--- config.mk ---
export PLATFORM = sky130hd
export DESIGN_NAME = sad_match_sequencer
export DESIGN_NICKNAME = d
export VERILOG_FILES = /design/src/rtl/sad_match_sequencer.sv
export SDC_FILE = /design/constraint.sdc
export NUM_CORES = 1
export LEC_CHECK = 0
export ABC_AREA = 1
export BUFFER_PORTS_ARGS = -buffer_cell sky130_fd_sc_hd__buf_2
export CELL_PAD_IN_SITES_DETAIL_PLACEMENT = 0
export CELL_PAD_IN_SITES_GLOBAL_PLACEMENT = 1
export CORE_ASPECT_RATIO = 1.2
export CORE_MARGIN = 3
export CORE_UTILIZATION = 44
export DETAILED_ROUTE_END_ITERATION = 16
export PLACE_DENSITY_LB_ADDON = 0.1
export REMOVE_ABC_BUFFERS = 1
export SLEW_MARGIN = 40
export SYNTH_ARGS = -nofsm -noshare
export SYNTH_HDL_FRONTEND = slang
export SYNTH_SLANG_ARGS = --single-unit
export TNS_END_PERCENT = 30
--- constraint.sdc ---
create_clock -name clock -period 7.1 [get_ports clock]
set_clock_uncertainty 0.05 [all_clocks]
set_input_delay 0.355 -clock clock [delete_from_list [all_inputs] [get_ports clock]]
set_output_delay 0.355 -clock clock [all_outputs]
set_load 0.01 [all_outputs]
--- src/rtl/sad_match_sequencer.sv ---
// Scan sequencer for the SAD template matcher: walks the template over every candidate row window,
// drives the PE array and reports the result over UART. Optional stats counter: SAD_SCAN_STATS_EN.
module sad_match_sequencer #(
  parameter int TPL_W    = 40,
  parameter int TPL_H    = 100,
  parameter int IMG_ROWS = 480,
  parameter int RAM_AW   = 9,
  parameter int ROM_AW   = 12,
  parameter int SAD_W    = 20
) (
  input  logic              clock,
  input  logic              reset,
  input  logic              start,
  input  logic              mode,
  input  logic              fifo_ready,
  input  logic              pe_match,
  input  logic [SAD_W-1:0]  pe_sad,
  input  logic              uart_done,
  output logic [RAM_AW-1:0] ram_row,
  output logic [ROM_AW-1:0] rom_addr,
  output logic              pe_shift,
  output logic              pe_clear,
  output logic              busy,
  output logic [1:0]        uart_send,
  output logic [RAM_AW-1:0] result_row,
  output logic [SAD_W-1:0]  result_sad
`ifdef SAD_SCAN_STATS_EN
  ,
  output logic [RAM_AW-1:0] match_count
`endif
);

  localparam int COL_W  = (TPL_W > 1) ? $clog2(TPL_W) : 1;
  localparam int TROW_W = (TPL_H > 1) ? $clog2(TPL_H) : 1;
  localparam logic [RAM_AW-1:0] LAST_CAND = RAM_AW'(IMG_ROWS - TPL_H);
  localparam logic [COL_W-1:0]  COL_LAST  = COL_W'(TPL_W - 1);
  localparam logic [TROW_W-1:0] TROW_LAST = TROW_W'(TPL_H - 1);
  localparam logic [SAD_W-1:0]  SAD_ONES  = {SAD_W{1'b1}};
  localparam logic [1:0] UART_OFF       = 2'd0;
  localparam logic [1:0] UART_MATCH     = 2'd1;
  localparam logic [1:0] UART_NOT_MATCH = 2'd2;

  typedef enum logic [2:0] {
    S_IDLE      = 3'd0,
    S_WAIT_FIFO = 3'd1,
    S_SCAN      = 3'd2,
    S_EVAL      = 3'd3,
    S_REPORT    = 3'd4
  } state_t;

  state_t              state_q, state_d;
  logic                mode_q, mode_d;
  logic [RAM_AW-1:0]   cand_q, cand_d;
  logic [COL_W-1:0]    col_q, col_d;
  logic [TROW_W-1:0]   trow_q, trow_d;
  logic [ROM_AW-1:0]   rom_addr_q, rom_addr_d;
  logic [RAM_AW-1:0]   ram_row_q, ram_row_d;
  logic                pe_shift_q, pe_shift_d;
  logic                pe_clear_q, pe_clear_d;
  logic                busy_q, busy_d;
  logic [1:0]          uart_send_q, uart_send_d;
  logic [RAM_AW-1:0]   result_row_q, result_row_d;
  logic [SAD_W-1:0]    result_sad_q, result_sad_d;
  logic [SAD_W-1:0]    best_sad_q, best_sad_d;
  logic                found_q, found_d;
  logic                cand_ok_q, cand_ok_d;
`ifdef SAD_SCAN_STATS_EN
  logic [RAM_AW-1:0]   match_count_q, match_count_d;
`endif

  logic last_col_s, last_pix_s, cand_end_s, better_s;

  // Next-state, datapath and registered-output computation.
  always_comb begin
    state_d      = state_q;
    mode_d       = mode_q;
    cand_d       = cand_q;
    col_d        = col_q;
    trow_d       = trow_q;
    rom_addr_d   = rom_addr_q;
    pe_shift_d   = 1'b0;
    pe_clear_d   = 1'b0;
    uart_send_d  = UART_OFF;
    result_row_d = result_row_q;
    result_sad_d = result_sad_q;
    best_sad_d   = best_sad_q;
    found_d      = found_q;
    cand_ok_d    = cand_ok_q;
`ifdef SAD_SCAN_STATS_EN
    match_count_d = match_count_q;
`endif

    last_col_s = (col_q == COL_LAST);
    last_pix_s = last_col_s && (trow_q == TROW_LAST);
    cand_end_s = last_pix_s || !pe_match;
    better_s   = cand_ok_q && (pe_sad < best_sad_q);

    case (state_q)
      S_IDLE: begin
        if (start) begin
          state_d      = S_WAIT_FIFO;
          mode_d       = mode;
          cand_d       = '0;
          best_sad_d   = SAD_ONES;
          found_d      = 1'b0;
          result_row_d = '0;
          result_sad_d = '0;
`ifdef SAD_SCAN_STATS_EN
          match_count_d = '0;
`endif
        end else begin
          state_d = S_IDLE;
        end
      end
      S_WAIT_FIFO: begin
        if (fifo_ready) begin
          state_d    = S_SCAN;
          pe_clear_d = 1'b1;
          col_d      = '0;
          trow_d     = '0;
          rom_addr_d = '0;
          cand_ok_d  = 1'b0;
        end else begin
          state_d = S_WAIT_FIFO;
        end
      end
      S_SCAN: begin
        pe_shift_d = last_col_s;
        if (cand_end_s) begin
          state_d   = S_EVAL;
          cand_ok_d = last_pix_s && pe_match;
        end else begin
          rom_addr_d = rom_addr_q + ROM_AW'(1);
          if (last_col_s) begin
            col_d  = '0;
            trow_d = trow_q + TROW_W'(1);
          end else begin
            col_d = col_q + COL_W'(1);
          end
        end
      end
      S_EVAL: begin
`ifdef SAD_SCAN_STATS_EN
        if (cand_ok_q && (match_count_q != {RAM_AW{1'b1}})) begin
          match_count_d = match_count_q + RAM_AW'(1);
        end else begin
          match_count_d = match_count_q;
        end
`endif
        if (!mode_q && cand_ok_q) begin
          state_d      = S_REPORT;
          uart_send_d  = UART_MATCH;
          result_row_d = cand_q;
          result_sad_d = pe_sad;
        end else begin
          // Best-match keeps the earlier row on a tie because the compare is strict.
          if (mode_q && better_s) begin
            best_sad_d   = pe_sad;
            result_row_d = cand_q;
            result_sad_d = pe_sad;
            found_d      = 1'b1;
          end else begin
            best_sad_d = best_sad_q;
          end
          if (cand_q == LAST_CAND) begin
            state_d = S_REPORT;
            if (mode_q && (found_q || better_s)) begin
              uart_send_d = UART_MATCH;
            end else begin
              uart_send_d  = UART_NOT_MATCH;
              result_row_d = '0;
              result_sad_d = SAD_ONES;
            end
          end else begin
            state_d    = S_SCAN;
            cand_d     = cand_q + RAM_AW'(1);
            pe_clear_d = 1'b1;
            col_d      = '0;
            trow_d     = '0;
            rom_addr_d = '0;
            cand_ok_d  = 1'b0;
          end
        end
      end
      S_REPORT: begin
        if (uart_done) begin
          state_d = S_IDLE;
        end else begin
          uart_send_d = uart_send_q;
        end
      end
      default: begin
        state_d = S_IDLE;
      end
    endcase

    ram_row_d = cand_d + RAM_AW'(trow_d);
    busy_d    = (state_d != S_IDLE);
  end

  // State and output registers with synchronous reset.
  always_ff @(posedge clock) begin
    if (reset) begin
      state_q      <= S_IDLE;
      mode_q       <= 1'b0;
      cand_q       <= '0;
      col_q        <= '0;
      trow_q       <= '0;
      rom_addr_q   <= '0;
      ram_row_q    <= '0;
      pe_shift_q   <= 1'b0;
      pe_clear_q   <= 1'b0;
      busy_q       <= 1'b0;
      uart_send_q  <= UART_OFF;
      result_row_q <= '0;
      result_sad_q <= '0;
      best_sad_q   <= SAD_ONES;
      found_q      <= 1'b0;
      cand_ok_q    <= 1'b0;
`ifdef SAD_SCAN_STATS_EN
      match_count_q <= '0;
`endif
    end else begin
      state_q      <= state_d;
      mode_q       <= mode_d;
      cand_q       <= cand_d;
      col_q        <= col_d;
      trow_q       <= trow_d;
      rom_addr_q   <= rom_addr_d;
      ram_row_q    <= ram_row_d;
      pe_shift_q   <= pe_shift_d;
      pe_clear_q   <= pe_clear_d;
      busy_q       <= busy_d;
      uart_send_q  <= uart_send_d;
      result_row_q <= result_row_d;
      result_sad_q <= result_sad_d;
      best_sad_q   <= best_sad_d;
      found_q      <= found_d;
      cand_ok_q    <= cand_ok_d;
`ifdef SAD_SCAN_STATS_EN
      match_count_q <= match_count_d;
`endif
    end
  end

  assign ram_row    = ram_row_q;
  assign rom_addr   = rom_addr_q;
  assign pe_shift   = pe_shift_q;
  assign pe_clear   = pe_clear_q;
  assign busy       = busy_q;
  assign uart_send  = uart_send_q;
  assign result_row = result_row_q;
  assign result_sad = result_sad_q;
`ifdef SAD_SCAN_STATS_EN
  assign match_count = match_count_q;
`endif

endmodule

# --- Word-level counts from Yosys, hierarchy flattened ---
# Cells that the tools add are included.
word_totals:
  ff_bits: 103
  wordCells: 120
op_classes:
  order_cmp: 1
  eq_ne: 15
  n_mux: 62
  n_addsub: 5
  n_bitwise: 1
  n_reduce_logical: 20
op_table:
  columns: ["operator", "count"]
  rows:
  - ["two-way mux 20 bit", 8]
  - ["case mux 20 bit (2 select lines)", 2]
  - ["two-way mux 9 bit", 8]
  - ["two-way mux 12 bit", 4]
  - ["case mux 12 bit (3 select lines)", 1]
  - ["case mux 9 bit (2 select lines)", 2]
  - ["two-way mux 7 bit", 5]
  - ["two-way mux 6 bit", 5]
  - ["case mux 7 bit (3 select lines)", 1]
  - ["less-than comparator 20 bit", 1]
  - ["case mux 6 bit (3 select lines)", 1]
  - ["!= test 2 bit, second input constant", 8]
  - ["case mux 3 bit (5 select lines)", 1]
  - ["adder 12 x 1 -> 12 bit, second input constant", 1]
  - ["two-way mux 3 bit", 4]
  - ["two-way mux 1 bit", 11]
  - ["two-way mux 2 bit", 5]
  - ["AND reduction 5 bit", 2]
  - ["adder 9 x 1 -> 9 bit, second input constant", 1]
  - ["adder 9 x 7 -> 9 bit", 1]
  - ["equality test 9 bit, second input constant", 1]
  - ["adder 7 x 1 -> 7 bit, second input constant", 1]
  - ["equality test 7 bit, second input constant", 1]
  - ["adder 6 x 1 -> 6 bit, second input constant", 1]
  - ["other kinds (17)", 28]

# --- Depth between registers and ports, before layout ---
# Gate-level depths: netlist (run 1).
depth:
  ltp_word: 8
  depth_mapped: 26

# --- Least setup slack after synthesis (run 1) ---
# Ideal clock, no wire load.
synth_timing:
  path_kind: "register to register"
  startpoint: "register cand_q[0]"
  endpoint: "register ram_row_q[8] (netlist: ram_row[8])"
  path_buffers: 0
  path_slack_ns: 4.163
  stages_incl_launch_ff: 26
  setup_ns: 0.109
  t_arrival_ns: 2.778
  required_ns: 6.941
  path_cell_list: "dfxtp_1 -> inv_1 -> ha_1 -> nand2_1 -> nor3_1 -> nand2_2 -> nand2_4 -> inv_2 -> nor2_8 -> inv_1 -> o21ai_0 -> nor2_1 -> inv_1 -> ha_1 -> inv_1 -> fa_1 -> nor2_1 -> o21ai_0 -> nand2_1 -> a21oi_1 -> o21bai_1 -> nand2_1 -> nand2_1 -> nand3_1 -> nand2_1 -> inv_1"
synth_via:
  elab_chain_len: 5
  word_cells_on_any_way: 10
synth_rtl:
  columns: ["item", "line", "rtl"]
  rows:
  - ["start, declared", "53", "logic [RAM_AW-1:0] cand_q, cand_d;"]
  - ["start signal, assigned", "226", "cand_q <= cand_d;"]
  - ["equality test 9 bit", "165", "if (cand_q == LAST_CAND) begin"]
  - ["two-way mux 7 bit", "165", null]
  - ["two-way mux 7 bit", "150", "if (!mode_q && cand_ok_q) begin"]
  - ["case mux 7 bit (3 select lines)", "98", "case (state_q)"]
  - ["via trow_d[0]", "55", "logic [TROW_W-1:0] trow_q, trow_d;"]
  - ["adder 9 x 7 -> 9 bit", "197", "ram_row_d = cand_d + RAM_AW'(trow_d);"]
  - ["end signal, assigned", "230", "ram_row_q <= ram_row_d;"]
  - ["end, declared", "57", "logic [RAM_AW-1:0] ram_row_q, ram_row_d;"]
# The timed path passes the listed nets, and every way through them passes these cells.
# A chain may end at the register's enable or synchronous reset.

# --- Final worst setup path (run 1) ---
layout_timing:
  startpoint: "register state_q[0]"
  endpoint: "register ram_row_q[8] (netlist: ram_row[8])"
layout_via:
  elab_chain_len: 3
  word_cells_on_any_way: 7
layout_rtl:
  columns: ["item", "line", "rtl"]
  rows:
  - ["start, declared", "51", "state_t state_q, state_d;"]
  - ["start signal, assigned", "224", "state_q <= state_d;"]
  - ["equality test 3 x 2 -> 1 bit / equality test 3 x 1 -> 1 bit (equally long branches)", "98", null]
  - ["case mux 7 bit (3 select lines) (*)", "98", null]
  - ["via trow_d[1]", "55", null]
  - ["adder 9 x 7 -> 9 bit (*)", "197", null]
# Mark *: on every way through the listed nets, which the timed path passes. The rest lies on a longest branch.

==> impl_metrics.py, run 1 <==
metrics = {
    "status": {
        "status": "complete, no violations",
    },
    "clock_tree": {
        "cts.sinks": 103,
        "htreeDepth": 3,
        "ctsResizeCount": 0,
        "cts_made_buffers": 9,
        "root_buffer": "clkbuf_16",
        "holdBufCountCts": 0,
        "clockBufferDepth": 2,
        "cts_tree": "done",
        "clk_latency_ns": 0.35,
        "clkSlewWorstSetupHoldPaths_ns": 0.07,
        "postCtsSetupBuffers": 0,
    },
    "yosys": {
        "yosys-top-cells-area": "dfxtp_1 34%, nand2_1 14%, inv_1 9.3%, ha_1 6.5%, nor2_1 5.6%",
        "yosys_warnings": 0,
        "synth_top_area_frac": 0.344,
        "synth.largest_area_cell": "dfxtp_1",
        "netlist_instances": 913,
        "avgSynthCellArea_um2": 6.57,
        "synth_cell_types": 43,
        "yosysMostFrequentCell": "nand2_1",
        "ys_seq_elements": 103,
        "synth_ff_type": "dfxtp_1",
        "synthArstFlopShare": 0,
        "synth_edf_count": 0,
        "syn_area_mm2": 0.00600,
        "yosysSeqAreaShare": 0.344,
        "synthTopCellsByCount": "226 x nand2_1, 148 x inv_1, 103 x dfxtp_1, 90 x nor2_1, 63 x o21ai_0",
    },
    "timing": {
        "hold_violations": 0,
        "rsz0062_at_grt": "no",
        "setup_ws_ns": 3.57,
        "setup_tns_ns": 0,
        "period_share": 0.497,
        "max-slew-margin-rel": 0.452,
        "drv_slew": 0,
        "worst_pin_slew_ns": 0.820,
        "setup_viol_count_final": 0,
        "fmaxAchievable_mhz": 283,
        "min_period_ns": 3.53,
    },
    "cells_and_area": {
        "n_antenna_cell": 0,
        "final_area_mm2": 0.00684,
        "n_fill_cell": 1397,
        "utilization": 0.514,
        "drive_gt1_frac": 0.132,
        "synthToLayoutAreaGrowth_pct": 14.0,
        "layout.nets": 1036,
    },
    "floorplanning": {
        "floorplan.initialDensity": 0.451,
        "die_y_um": 134,
        "ioPinCount": 82,
        "rows": 46,
        "chipWidth_um": 113,
        "core_area_mm2": 0.0133,
        "die_area_mm2": 0.0151,
    },
    "power": {
        "p_sw_mw": 0.327,
        "p_clk_frac": 0.428,
        "ir_drop_uv": 108,
        "seqPwrFrac": 0.464,
        "p_per_area_mw_per_mm2": 188,
        "p_leak_nw": 3.65,
        "internal_power_mw": 0.956,
        "switching_share": 0.255,
        "combPwrFrac": 0.108,
        "finalPower_mw": 1.28,
    },
    "global_routing": {
        "gr-total-overflow": 0,
        "first_global_vias": 5408,
        "grt_pass1_wl_um": 26000,
        "antenna_found_initial": 0,
        "track_usage": 0.208,
        "grt_start_max_net_pins": 61,
    },
    "worst_hold_path": {
        "min_path_type": "primary input to flop",
        "min_to": "best_sad_q[0]$_SDFFE_PP1P_",
        "min_from": "pe_sad[0]",
        "whs_path_depth": 3,
    },
    "worst_setup_path": {
        "worstSetupEndpointType": "flop",
        "timing.rr.start": "state_q[0]$_SDFF_PP0_",
        "crit_type": "flop to flop",
        "r2r-end": "ram_row[8]$_SDFF_PP0_",
        "path_max_fanout": 26,
        "cp_data_required_time_ns": 7.30,
        "r2r_cells": 20,
        "start_kind": "flop",
        "worstPathArrival_ns": 3.73,
        "r2r_setup_slack_ns": 3.57,
    },
    "detailed_routing": {
        "ant_nets": 0,
        "drt_iter0_drc": 243,
        "dr_total_vias": 5715,
        "drc_errors": 0,
        "routed_wl_um": 15000,
        "vias_per_cell": 4.97,
        "dr.pass1.iters": 4,
        "avgRoutedWirePerCell_um": 13.0,
    },
    "place": {
        "post-place-ws_ns": 3.60,
        "finalWeightedCongestion": 0.855,
        "numPortBuffers": 81,
        "placed_area_mm2": 0.00651,
        "hpwlAfterDp_um": 10600,
    },
    "flow_run": {
        "cap_viol_max_count": 0,
    },
}
-- final cells by class --
cell class	instances	area, um^2	share of cell area
multi-input combinational	620	3190	0.467
sequential	103	2060	0.302
inverter	157	604	0.0884
timing repair buffer	86	443	0.0648
clock buffer	13	260	0.0381
tap	168	210	0.0307
clock inverter	3	65.1	0.00951
-- worst max-delay path, cell delays in order (launching register included) --
cell and delay [ns]:
dfxtp_1 0.35, inv_1 0.07, nor2_2 0.09, inv_2 0.06, nor2_4 0.46, inv_2 0.24, nor2_8 0.22, nor2_4 0.10
o21ai_0 0.29, inv_1 0.14, fa_1 0.47, nor2_1 0.12, o21ai_0 0.08, nand2_1 0.10, a21oi_1 0.07, o21bai_1 0.20
nand2_1 0.07, nand2_1 0.08, nand3_1 0.07, nand2_1 0.07, inv_1 0.03
-- how the worst max path moves through the flow --
stage,from,to,slack [ns],depth (start not counted)
after floorplan,state_q[0]$_SDFF_PP0_,ram_row[8]$_SDFF_PP0_,3.84,22
after global placement,state_q[0]$_SDFF_PP0_,ram_row[8]$_SDFF_PP0_,3.33,23
after detailed placement,state_q[0]$_SDFF_PP0_,ram_row[8]$_SDFF_PP0_,3.60,20
after CTS,state_q[0]$_SDFF_PP0_,ram_row[8]$_SDFF_PP0_,3.53,20
after global routing,state_q[0]$_SDFF_PP0_,ram_row[8]$_SDFF_PP0_,3.16,20
final,state_q[0]$_SDFF_PP0_,ram_row[8]$_SDFF_PP0_,3.57,20
-- per-layer routing --
layer / vias to the layer above / track usage / share of wire / wire length (um)
li1: 3042 / - / - / -
met1: 2574 / 0.272 / 0.48 / 7160
met2: 83 / 0.350 / 0.47 / 7100
met3: 16 / 0.0275 / 0.032 / 474
met4: 0 / 0.0762 / 0.016 / 242
met5: - / 0 / 0 / 0
-- logic make-up (layout without fill, tap and decap cells) --
group,count (synthesis),after routing,synth area share
and+or+nand+nor,400,400,0.284
buffers and inverters,190,259,0.126
AOI/OAI and AO/OA,175,175,0.159
DFF,103,103,0.344
adders and majority gates,32,32,0.0680
xor gates and xnor gates,13,13,0.0190
-- per-stage QoR --
stage	std cells	hold WS (ns)
2_1_floorplan	880	0.367
3_3_place_gp	1134	0.409
3_5_place_dp	1134	0.415
4_1_cts	1150	0.215
5_1_grt	1150	0.241
6_report	1150	0.232
-- cells in the final DEF, fill, tap and decap left out, drive strengths merged, types with 2 or more instances in the layout --
cell type | netlist | final
nand2 | 230 | 230
inv | 153 | 153
dfxtp | 103 | 103
nor2 | 97 | 97
buf | 11 | 86
o21ai | 65 | 65
a21oi | 64 | 64
nand3 | 35 | 35
ha | 31 | 31
o22ai | 28 | 28
nor3 | 15 | 15
clkbuf | 22 | 13
nand4 | 12 | 12
xor2 | 11 | 11
a31oi | 8 | 8
nor4 | 4 | 4
or2 | 4 | 4
a211oi | 4 | 4
clkinv | 3 | 4
bufinv | 1 | 3
o211ai | 2 | 2
xnor2 | 2 | 2
-- power groups by stage --
stage | Clock, mW | Combinational, mW | Sequential, mW
after detailed placement | 0 | 0.141 | 0.609
after floorplan | 0 | 0.0833 | 0.609
final | 0.550 | 0.138 | 0.595
after global routing | 0.588 | 0.159 | 0.597
after CTS | 0.567 | 0.141 | 0.595
after global placement | 0 | 0.140 | 0.609
-- state kept, by name, indices dropped and copies added, names as in the netlist --
signal,flops
best_sad_q,20
pe_clear,1
uart_send,2
result_row,9
mode_q,1
trow_q,7
cand_q,9
found_q,1
col_q,6
state_q,3
ram_row,9
cand_ok_q,1
rom_addr,12
pe_shift,1
result_sad,20
busy,1
(Power assumes the default switching activity.)
==> run 2, diff against run 1 <==
CORE_UTILIZATION = 37   (was 44)
clock period = 3.05 ns   (was 7.1 ns; I/O delays follow)
==> run 2 against run 1 <==
Effect of this change:
- highest routed layer unchanged
- final cell count grew 6.6%
- total power grew 150%
- largest cell class unchanged
- count of clock-buffer cells in the layout shrank 4
- worst hold slack lost 0.21 ns
- cell area grew 6.5%
- first-iteration DRC count shrank 16%
- non-clock buffer count grew 36
- setup slack lost 3.4 ns
==> impl_metrics.py, run 2 (synthesis gave the netlist of run 1 again) <==
metrics = {
    "worst_setup_path": {
        "critPathBufInv": 6,
        "r2r_setup_slack_ns": 0.15,
        "cp_data_required_time_ns": 3.25,
        "timing.rr.start": "cand_q[1]$_SDFF_PP0_",
        "crit_type": "flop to flop",
        "slowest_stage": "fa_2",
        "start_kind": "flop",
        "worstPathArrival_ns": 3.11,
        "slowest_delay_ns": 0.36,
        "crit_family": "simple AND/OR/NAND/NOR gates",
        "crit_path_frequent_cell": "nand2_1",
        "path_max_fanout": 5,
        "startpoint": "cand_q[1]$_SDFF_PP0_",
        "worstSetupEndpointType": "flop",
    },
    "floorplanning": {
        "chipWidth_um": 122,
        "die_y_um": 145,
        "floorplan.initialDensity": 0.381,
        "rows": 50,
        "ioPinCount": 82,
        "die_area_mm2": 0.0178,
        "core_area_mm2": 0.0158,
    },
    "detailed_routing": {
        "dr.pass1.iters": 4,
        "drt_iter0_drc": 204,
        "ant_nets": 0,
        "met1_length_um": 7500,
        "vias_per_cell": 4.70,
        "route.met2.wl_um": 7900,
        "routed_wl_um": 16200,
        "dr_total_vias": 5760,
        "drc_errors": 0,
        "avgRoutedWirePerCell_um": 13.2,
        "wl_met3_um": 530,
        "top_layer": "met4",
    },
    "clock_tree": {
        "root_buffer": "clkbuf_16",
        "cts_tree": "done",
        "htreeDepth": 3,
        "clk_latency_ns": 0.35,
        "holdBufCountCts": 0,
        "clkSlewWorstSetupHoldPaths_ns": 0.07,
        "cts.sinks": 103,
        "clockBufferDepth": 2,
        "cts_made_buffers": 9,
    },
    "global_routing": {
        "grt_pass1_wl_um": 27400,
        "gr-total-overflow": 0,
        "antenna_found_initial": 0,
        "track_usage": 0.191,
        "first_global_vias": 5542,
        "grt_start_max_net_pins": 52,
    },
    "timing": {
        "hold_violations": 0,
        "drv_slew": 0,
        "max-slew-margin-rel": 0.504,
        "rsz0062_at_grt": "yes",
        "period_share": 0.952,
        "setup_tns_ns": 0,
        "fmaxAchievable_mhz": 344,
        "worst_pin_slew_ns": 0.744,
        "min_period_ns": 2.90,
        "setup_viol_count_final": 0,
    },
    "status": {
        "status": "complete, no violations",
    },
    "power": {
        "p_leak_nw": 3.85,
        "ir_drop_uv": 263,
        "p_per_area_mw_per_mm2": 436,
        "finalPower_mw": 3.17,
        "p_clk_frac": 0.450,
        "p_sw_mw": 0.801,
        "seqPwrFrac": 0.435,
        "combPwrFrac": 0.114,
        "switching_share": 0.253,
        "internal_power_mw": 2.37,
    },
    "worst_hold_path": {
        "min_path_type": "primary input to flop",
        "min_from": "pe_sad[5]",
    },
    "place": {
        "numPortBuffers": 81,
        "placed_area_mm2": 0.00679,
        "dp.cells": 1205,
        "finalWeightedCongestion": 0.898,
        "hpwlAfterDp_um": 11600,
    },
    "cells_and_area": {
        "synthToLayoutAreaGrowth_pct": 21.4,
        "fin_cells": 1226,
        "utilization": 0.462,
        "layout_common_cells": "224 x nand2_1, 142 x inv_1, 99 x dfxtp_1",
        "drive_gt1_frac": 0.193,
        "layout.nets": 1072,
        "n_antenna_cell": 0,
        "final_common_cell": "nand2_1",
        "final_area_mm2": 0.00729,
    },
    "flow_run": {
        "cap_viol_max_count": 0,
    },
}
[run 2: cell count changes in the layout (fill, tap and decap cells not counted), moves of 4 or more]
cell	delta
buf_4	+35
o21ai_0	-8
inv_1	-6
inv_2	+6
ha_1	-5
o21ai_1	+5
dfxtp_1	-4
dfxtp_2	+4
ha_2	+4
nor2_2	+4
[run 2: through the flow]
stage / hold WS (ns) / setup slack (ns)
after global placement: 0.383 / 0.0608
after CTS: 0.0122 / 0.0119
final: 0.0260 / 0.146
after floorplan: 0.165 / -0.209
after detailed placement: 0.386 / 0.00750
after global routing: 0.0282 / -0.151
[run 2: power groups by stage]
stage                     logic [mW]  registers [mW]  clock network, mW
after floorplan                0.194            1.42                  0
after global placement         0.361            1.41                  0
after detailed placement       0.359            1.41                  0
after CTS                      0.361            1.38               1.48
after global routing           0.415            1.39               1.52
final                          0.363            1.38               1.43
[run 2: metal layers]
metal  vias up  track usage
li1       3115            -
met1      2533        0.247
met2        93        0.327
met3        19       0.0229
met4         0       0.0616
met5         -            0
[run 2: what timing repair did]
item	in CTS	in global routing
endpoints found under the setup margin	1	5
pin swaps	0	21
gates resized for setup	1	41
buffers inserted	0	5
[run 2: final timing paths]
check	cells past startpoint	endpoint
worst max-delay path	25	ram_row[8]$_SDFF_PP0_
worst min-delay path	3	best_sad_q[5]$_SDFFE_PP1P_
worst max register to register	25	ram_row[8]$_SDFF_PP0_
worst min register to register	2	found_q$_SDFFE_PP0P_
[run 2: cell type report]
type	count	area, um^2
Inverter	157	607
Multi-Input combinational cell	620	3260
Clock inverter	7	144
Clock buffer	9	225
Fill cell	1711	8480
Timing Repair Buffer	122	721
Tap cell	208	260
Sequential cell	103	2070
[run 2: tightest hold or removal path: stages]
cell and delay (ns):
buf_2 0.11, o22ai_1 0.08, nand2_1 0.05
